$ cat config.mk
export PLATFORM = sky130hd
export DESIGN_NAME = gate_sweep_sequencer
export DESIGN_NICKNAME = d
export VERILOG_FILES = /design/src/rtl/gate_sweep_sequencer.sv
export SDC_FILE = /design/constraint.sdc
export NUM_CORES = 1
export LEC_CHECK = 0
export CORE_ASPECT_RATIO = 1.4
export CORE_UTILIZATION = 43
export DETAILED_ROUTE_END_ITERATION = 6
export PLACE_DENSITY_LB_ADDON = 0.3
export SYNTH_ARGS = -nofsm -noshare
export SYNTH_HDL_FRONTEND = slang
export SYNTH_SLANG_ARGS = --single-unit
$ cat constraint.sdc
create_clock -name clk_i -period 2.4 [get_ports clk_i]
set_input_delay 0.48 -clock clk_i [delete_from_list [all_inputs] [get_ports clk_i]]
set_output_delay 0.48 -clock clk_i [all_outputs]
set_load 0.005 [all_outputs]
$ cat src/rtl/gate_sweep_sequencer.sv
// Truth-table sweeper for the trainer's gate unit: walks every sel/a/b vector,
// captures y after a settle delay and grades the table against a golden image.
//
//   state   | meaning
//   S_IDLE  | waiting for start, outputs hold
//   S_SETTLE| vector applied, settle timer running
//   S_CAPTURE| sample gate_y into the table, advance or finish
//   S_DONE  | table complete, verdict valid, waiting for start
module gate_sweep_sequencer #(
  parameter int unsigned NUM_GATES     = 7,
  parameter int unsigned SETTLE_CYCLES = 2,
  parameter logic [31:0] EXPECTED      = 32'h039617E8
) (
  input  logic                   clk_i,
  input  logic                   rst_n_i,
  input  logic                   ena_i,
  input  logic                   start_i,
  input  logic                   gate_y_i,
  output logic [2:0]             gate_sel_o,
  output logic                   gate_a_o,
  output logic                   gate_b_o,
  output logic                   busy_o,
  output logic                   done_o,
  output logic [4*NUM_GATES-1:0] result_o,
  output logic                   mismatch_o,
  output logic [4:0]             fail_idx_o
);

  localparam int unsigned NBITS = 4 * NUM_GATES;
  localparam int unsigned CW    = (SETTLE_CYCLES > 1) ? $clog2(SETTLE_CYCLES) : 1;
  localparam logic [CW-1:0]    CNT_LOAD = CW'(SETTLE_CYCLES - 1);
  localparam logic [4:0]       LAST_IDX = 5'(NBITS - 1);
  localparam logic [NBITS-1:0] GOLDEN   = EXPECTED[NBITS-1:0];

  typedef enum logic [1:0] {S_IDLE, S_SETTLE, S_CAPTURE, S_DONE} state_t;

  state_t           state_q, state_d;
  logic [CW-1:0]    cnt_q, cnt_d;
  logic [4:0]       vec_q, vec_d;
  logic [NBITS-1:0] result_q, result_d;
  logic             busy_q, busy_d;
  logic             done_q, done_d;
  logic             mismatch_q, mismatch_d;
  logic [4:0]       fail_idx_q, fail_idx_d;

  function automatic logic [4:0] first_diff(input logic [NBITS-1:0] diff);
    first_diff = '0;
    for (int i = NBITS - 1; i >= 0; i--) begin
      if (diff[i]) first_diff = 5'(i);
    end
  endfunction

  always_ff @(posedge clk_i or negedge rst_n_i) begin
    if (!rst_n_i) begin
      state_q    <= S_IDLE;
      cnt_q      <= '0;
      vec_q      <= '0;
      result_q   <= '0;
      busy_q     <= 1'b0;
      done_q     <= 1'b0;
      mismatch_q <= 1'b0;
      fail_idx_q <= '0;
    end else begin
      state_q    <= state_d;
      cnt_q      <= cnt_d;
      vec_q      <= vec_d;
      result_q   <= result_d;
      busy_q     <= busy_d;
      done_q     <= done_d;
      mismatch_q <= mismatch_d;
      fail_idx_q <= fail_idx_d;
    end
  end

  // The vector index doubles as the table bit index: {sel, a, b}.
  always_comb begin
    state_d    = state_q;
    cnt_d      = cnt_q;
    vec_d      = vec_q;
    result_d   = result_q;
    busy_d     = busy_q;
    done_d     = done_q;
    mismatch_d = mismatch_q;
    fail_idx_d = fail_idx_q;
    if (ena_i) begin
      unique case (state_q)
        S_IDLE, S_DONE: begin
          if (start_i) begin
            vec_d      = '0;
            cnt_d      = CNT_LOAD;
            result_d   = '0;
            done_d     = 1'b0;
            mismatch_d = 1'b0;
            fail_idx_d = '0;
            busy_d     = 1'b1;
            state_d    = S_SETTLE;
          end
        end
        S_SETTLE: begin
          if (cnt_q == '0) state_d = S_CAPTURE;
          else             cnt_d   = cnt_q - CW'(1);
        end
        S_CAPTURE: begin
          for (int i = 0; i < NBITS; i++) begin
            if (vec_q == 5'(i)) result_d[i] = gate_y_i;
          end
          // Verdict uses result_d so the bit captured on this edge is graded too.
          if (vec_q == LAST_IDX) begin
            state_d    = S_DONE;
            busy_d     = 1'b0;
            done_d     = 1'b1;
            mismatch_d = (result_d != GOLDEN);
            fail_idx_d = first_diff(result_d ^ GOLDEN);
          end else begin
            vec_d   = vec_q + 5'd1;
            cnt_d   = CNT_LOAD;
            state_d = S_SETTLE;
          end
        end
        default: state_d = S_IDLE;
      endcase
    end
  end

  assign gate_sel_o = vec_q[4:2];
  assign gate_a_o   = vec_q[1];
  assign gate_b_o   = vec_q[0];
  assign busy_o     = busy_q;
  assign done_o     = done_q;
  assign result_o   = result_q;
  assign mismatch_o = mismatch_q;
  assign fail_idx_o = fail_idx_q;

endmodule
==> summary.txt, run 1 <==
Status
  • Outcome: finished clean

STA
  • Final worst setup slack: 0.0225 ns
  • Min Tclk post-route: 2.38 ns
  • Final hold violation count: 0
  • Highest achievable clock rate: 421 MHz
  • Skew final: 0.00733 ns
  • Period Utilization, post-route: 99.1%
  • Final Slew Violations: 0
  • Final hold slack: 0.155 ns
  • # setup viols final: 0
  • Slew at the pin with the worst max-slew slack: 0.532 ns
  • RSZ-0062 raised after global routing: yes
  • Rel. slew slack: 64.1%

Place
  • Pre-CTS WS: 0.0610 ns
  • Inst Count DP: 459
  • Detailed Place HPWL: 5800 um
  • Post-place instance area: 3700 um^2
  • IO Port Bufs: 45
  • GPL Wtd Cong: 0.858

Cells and area
  • Area of the multi-input gates: 1770 um^2
  • Fraction of layout cells with a size suffix above 1: 22.0%
  • Final Non-Filler Cells: 470
  • Diode count: 0
  • Filler cells: 598
  • Layout area overhead: 29.3%
  • NumNets Final: 391
  • Fin area: 3850 um^2
  • FF/Latch Area: 1100 um^2
  • Core Util, Final: 57.9%
  • Most frequent cells in the layout: nand2_1, clkdlybuf4s50_1, dfrtp_1, o21ai_0, buf_4

Clock network
  • Max H-tree Level: 2
  • Root buffer cell: clkbuf_8
  • CTS tree: done
  • Hold_buf cts: 0
  • Clock sinks: 44
  • Clock buffer depth: 2
  • Worst-Skew Late Latency: 0.29 ns
  • Worst-path clk slew: 0.08 ns
  • Number of buffers created by CTS: 5

Synth
  • Syn Std Cell Area: 2980 um^2
  • Post-Syn Instances: 311
  • Synth warnings: 0
  • Sequential-to-total area share from yosys stat: 36.9%
  • Syn avg cell area: 9.58 um^2
  • Top cell type's share of synthesized area: 36.9%
  • Synth Net Count: 324
  • Yosys reg bits: 44
  • Post-synthesis cell type count: 54
  • Predominant post-synthesis flop cell: dfrtp_1
  • Post-synth EDFFs: 0
  • Synth area leader: dfrtp_1
  • Synth area leaders: dfrtp_1, mux2i_1, o21ai_0
  • Asr flop ratio synth: 100%

Drt
  • First drt pass iteration count: 5
  • Drt initial violations: 270
  • Post-route ant nets: 0
  • Vias per inst: 5.64
  • Max layer used: met4
  • Routed via count: 2652
  • DR WL met2: 4010 um
  • Routed WL per cell: 16.8 um
  • # DRC: 0
  • M1 WL: 3430 um
  • DR WL met3: 331 um
  • Final wirelength: 7900 um

GRT
  • Overflow after GRT: 0
  • First-pass GRT wire length: 12800 um
  • Largest net degree at the start of global routing: 37
  • Initial antenna violation count: 0
  • All-Layer GR Usage: 23.0%
  • Vias in the first global route: 2545

Floorplan
  • Core area: 6660 um^2
  • Die footprint: 7270 um^2
  • Row Count: 35
  • Initial core utilization: 44.8%
  • Die X: 72.4 um
  • Ports: 46
  • Die Ht: 101 um

Critical path
  • FF-to-FF Start: vec_q[1]$_DFFE_PN0P_
  • R2R Path End: fail_idx_o[0]$_DFFE_PN0P_
  • Reg2reg path depth: 8
  • Crit path launch type: flop
  • Crit. End Element: flop
  • CP max FO: 6
  • WP data arrival: 2.54 ns
  • Crit path kind: flop to flop
  • R2R setup slack: 0.02 ns
  • Crit path required time: 2.56 ns

Power and ir drop
  • Max VDD drop: 0.000434 V
  • P_leak: 1.59 nW
  • Pwr dens: 581 nW/um^2

Min path
  • Hold Path Class: input port to async pin

Job
  • Max-cap viol count: 0
-- worst max-delay path: stages, from the launching register on --
cell and delay [ns]:
dfrtp_1 0.43, ha_2 0.25, buf_4 0.16, and4b_2 0.34, mux2_2 0.36, a21oi_1 0.18, o311ai_2 0.12, a311oi_1 0.31
a211oi_1 0.09
-- state kept, by name, indices dropped and copies added, names as in the netlist --
name and count:
mismatch_o 1, state_q 2, vec_q 5, done_o 1, result_o 28, cnt_q 1, busy_o 1, fail_idx_o 5
-- metrics by stage --
step / total power [mW] / TNS [ns]
final: 2.24 / 0
after global placement: 1.72 / 0
after global routing: 2.37 / -0.0797
after CTS: 2.20 / 0
after detailed placement: 1.74 / 0
after floorplan: 1.39 / 0
-- per-layer routing --
layer	track usage (%)	vias to the layer above
met5	0	-
met4	8.75	0
met3	4.00	10
met2	37.4	87
met1	30.3	1282
li1	-	1273
-- synthesized netlist by cell type (all sizes together) (2+ instances only) --
cell    number
o21a         3
o21ai       39
dfrtp       44
nor3         7
o211ai       3
clkbuf      12
nor2b        3
and4bb       9
nor2        15
nor4bb       3
mux2i       29
nand4b      12
o21bai       2
ha           8
nand4        2
and2         3
inv          9
nand3        4
a32o         3
a21oi        9
a22o         6
nand2b       2
nand2       45
buf         10
mux2         8
nor4b        5
-- where the power goes --
group / total (mW) / internal, mW / switching (mW)
clock: 0.449 / 0.199 / 0.250
combinational: 0.934 / 0.412 / 0.522
sequential: 0.858 / 0.796 / 0.0624
-- worst max-delay path by stage --
| stage | startpoint | to | slack (ns) | depth (start not counted) |
|---|---|---|---|---|
| floorplan | vec_q[0]$_DFFE_PN0P_ | mismatch_o$_DFFE_PN0P_ | 0.23 | 7 |
| global placement | gate_y_i | mismatch_o$_DFFE_PN0P_ | 0.07 | 7 |
| detailed placement | gate_y_i | mismatch_o$_DFFE_PN0P_ | 0.06 | 7 |
| CTS | vec_q[1]$_DFFE_PN0P_ | fail_idx_o[1]$_DFFE_PN0P_ | 0.04 | 9 |
| global route | vec_q[2]$_DFFE_PN0P_ | fail_idx_o[1]$_DFFE_PN0P_ | -0.06 | 8 |
| finish | vec_q[1]$_DFFE_PN0P_ | fail_idx_o[0]$_DFFE_PN0P_ | 0.02 | 8 |
-- cell families (layout without fill, tap and decap cells) --
family                     Yosys count  count (layout)  share of synthesized area, %
AOI/OAI and AO/OA                   75              75                          16.0
buffers and inverters               31              98                          5.54
muxes                               37              37                          13.1
adders and majority gates            8               8                          3.36
DFF                                 44              44                          36.9
and+or+nand+nor                    116             116                          25.0
-- cell type report --
class	instances	share of cell area (%)
sequential	44	28.6
multi-input combinational	236	45.8
timing repair buffer	82	19.7
tap	92	2.99
inverter	9	0.876
clock buffer	6	1.88
clock inverter	1	0.130
-- timing repair --
action	CTS	global route
endpoints found under the hold margin	0	0
setup buffers	0	4
resized for setup	0	11
endpoints found under the setup margin	0	6
Note: power is estimated with default switching activity, not from simulation.
==> run 2: changes to the inputs <==
--- a/config.mk
+++ b/config.mk
@@ -5,10 +5,13 @@
 export SDC_FILE = /design/constraint.sdc
 export NUM_CORES = 1
 export LEC_CHECK = 0
+export ABC_AREA = 1
 export CORE_ASPECT_RATIO = 1.4
 export CORE_UTILIZATION = 43
 export DETAILED_ROUTE_END_ITERATION = 6
+export DONT_BUFFER_PORTS = 1
 export PLACE_DENSITY_LB_ADDON = 0.3
+export SLEW_MARGIN = 20
 export SYNTH_ARGS = -nofsm -noshare
 export SYNTH_HDL_FRONTEND = slang
 export SYNTH_SLANG_ARGS = --single-unit
==> summary.txt, run 2 <==
Floorplan
  • Die X: 69.0 um
  • Die Ht: 95.8 um
  • Ports: 46
  • Core area: 5950 um^2
  • Row Count: 33
  • Initial core utilization: 45.4%
  • Die footprint: 6600 um^2

Clock network
  • Number of buffers created by CTS: 5
  • Root buffer cell: clkbuf_8
  • Worst-path clk slew: 0.09 ns
  • CTS tree: done
  • Max H-tree Level: 2
  • Clock sinks: 44
  • Clock buffer depth: 2
  • Worst-Skew Late Latency: 0.30 ns

GRT
  • Largest net degree at the start of global routing: 45
  • First-pass GRT wire length: 12000 um
  • All-Layer GR Usage: 24.5%
  • Vias in the first global route: 2637
  • Initial antenna violation count: 0
  • Overflow after GRT: 0

Min path
  • Hold Path Class: input port to async pin

Cells and area
  • NumNets Final: 448
  • Filler cells: 560
  • Fraction of layout cells with a size suffix above 1: 23.7%
  • Core Util, Final: 57.3%
  • Commonest non-fill, non-tap cell in the layout: nand2_1
  • Fin area: 3400 um^2
  • Most frequent cells in the layout: nand2_1, inv_1, buf_4, dfrtp_1, nor2_1
  • Largest register FFs: 28
  • FF/Latch Area: 1100 um^2
  • Diode count: 0
  • Layout area overhead: 26.1%
  • Area of the multi-input gates: 1390 um^2
  • Final Non-Filler Cells: 505

Power and ir drop
  • PnR Total Power: 2.90 mW
  • P_leak: 1.69 nW
  • Max VDD drop: 0.000680 V
  • Pwr dens: 852 nW/um^2

Synth
  • Top-count cell post-synth: nand2_1
  • Synth area leader: dfrtp_1
  • Synth area leaders: dfrtp_1, nand2_1, inv_1
  • Yosys reg bits: 44
  • Syn avg cell area: 7.07 um^2
  • Synth Net Count: 395
  • Post-synthesis cell type count: 29
  • Post-synth EDFFs: 0
  • Synth warnings: 0
  • Syn Std Cell Area: 2700 um^2
  • Post-Syn Instances: 382
  • Sequential-to-total area share from yosys stat: 40.8%
  • Top cell type's share of synthesized area: 40.8%
  • Predominant post-synthesis flop cell: dfrtp_1
  • Top cells by count, synth: nand2_1, inv_1, dfrtp_1
  • Asr flop ratio synth: 100%

STA
  • Setup TNS: -0.0796 ns
  • Rel. slew slack: 79.1%
  • Min Tclk post-route: 2.48 ns
  • # setup viols final: 1
  • Period Utilization, post-route: 103%
  • Final Slew Violations: 0
  • Skew final: 0.00623 ns
  • Final worst setup slack: -0.0796 ns
  • Slew at the pin with the worst max-slew slack: 0.311 ns
  • RSZ-0062 raised after global routing: yes
  • Highest achievable clock rate: 403 MHz
  • Final hold slack: 0.00829 ns
  • Final hold violation count: 0

Drt
  • Drt initial violations: 140
  • Routed via count: 2632
  • Vias per inst: 5.21
  • Post-route ant nets: 0
  • Routed WL per cell: 15.0 um
  • First drt pass iteration count: 4
  • # DRC: 0
  • Final wirelength: 7580 um

Critical path
  • WP data arrival: 2.68 ns
  • Critical Path Start: vec_q[0]$_DFFE_PN0P_
  • Crit path launch type: flop
  • Max stage delay cell, worst path: dfrtp_1
  • R2R setup slack: -0.08 ns
  • Crit path capture: fail_idx_o[0]$_DFFE_PN0P_
  • FF-to-FF Start: vec_q[0]$_DFFE_PN0P_
  • CP max stage delay: 0.40 ns
  • CP max FO: 4
  • Most frequent CP cell: nand2_1
  • Crit path required time: 2.60 ns
  • Crit path kind: flop to flop
  • Crit. End Element: flop
  • Reg2reg path depth: 35
  • R2R Path End: fail_idx_o[0]$_DFFE_PN0P_

Job
  • Max-cap viol count: 0

Status
  • Failing checks: negative setup slack
  • Outcome: finished with violations

Place
  • GPL Wtd Cong: 0.931
  • Post-place instance area: 3060 um^2
  • Detailed Place HPWL: 5440 um
  • IO Port Bufs: 0
  • Pre-CTS WS: -0.124 ns
  • Inst Count DP: 487
## run 2: worst min-delay path by stage
stage                       start                       end  slack, ns
final                     rst_n_i  result_o[10]$_DFFE_PN0P_      0.008
after global placement    rst_n_i  result_o[15]$_DFFE_PN0P_       0.19
after CTS                 rst_n_i  result_o[10]$_DFFE_PN0P_       0.02
after detailed placement  rst_n_i  result_o[15]$_DFFE_PN0P_       0.19
after global routing      rst_n_i  result_o[10]$_DFFE_PN0P_       0.02
after floorplan           rst_n_i        busy_o$_DFFE_PN0P_       0.18
## run 2: kinds of logic after synthesis
family                   synth area share, %
AO/OA/AOI/OAI                           17.5
AND/OR/NAND/NOR                         25.8
flip-flops                              40.8
adder cells (fa/ha/maj)                 3.71
buffers and inverters                   12.3
## run 2: timing repair
action,CTS,global route
hold buffers,1,0
pin swaps,4,23
resized for setup,17,30
buffers inserted,3,10
hold endpoints to repair,44,0
endpoints found under the setup margin,4,8
## run 2: worst max-delay path, delay by kind of cell, from the launching register on
kind | cells | cell delay (ns)
AND/OR/NAND/NOR | 32 | 1.59
flip-flops | 1 | 0.40
buffers and inverters | 2 | 0.21
adder cells (fa/ha/maj) | 1 | 0.17
## run 2: cell type report
class	count	area share, %
clock buffer	7	2.83
sequential	44	32.4
timing repair buffer	54	12.7
inverter	76	8.53
multi-input combinational	254	40.9
tap	70	2.57
## run 2: report_power, final
group	internal [mW]	switching (mW)	leakage, nW
sequential	0.846	0.0938	0.599
combinational	0.588	0.862	1.04
clock	0.257	0.255	0.0503
total	1.69	1.21	1.69
## run 2: layer usage
| metal | share of wire (%) | GRT usage [%] |
|---|---|---|
| met5 | 0 | 0 |
| met4 | 4.4 | 13.1 |
| met3 | 4.7 | 5.09 |
| met2 | 52 | 41.8 |
| met1 | 39 | 27.8 |
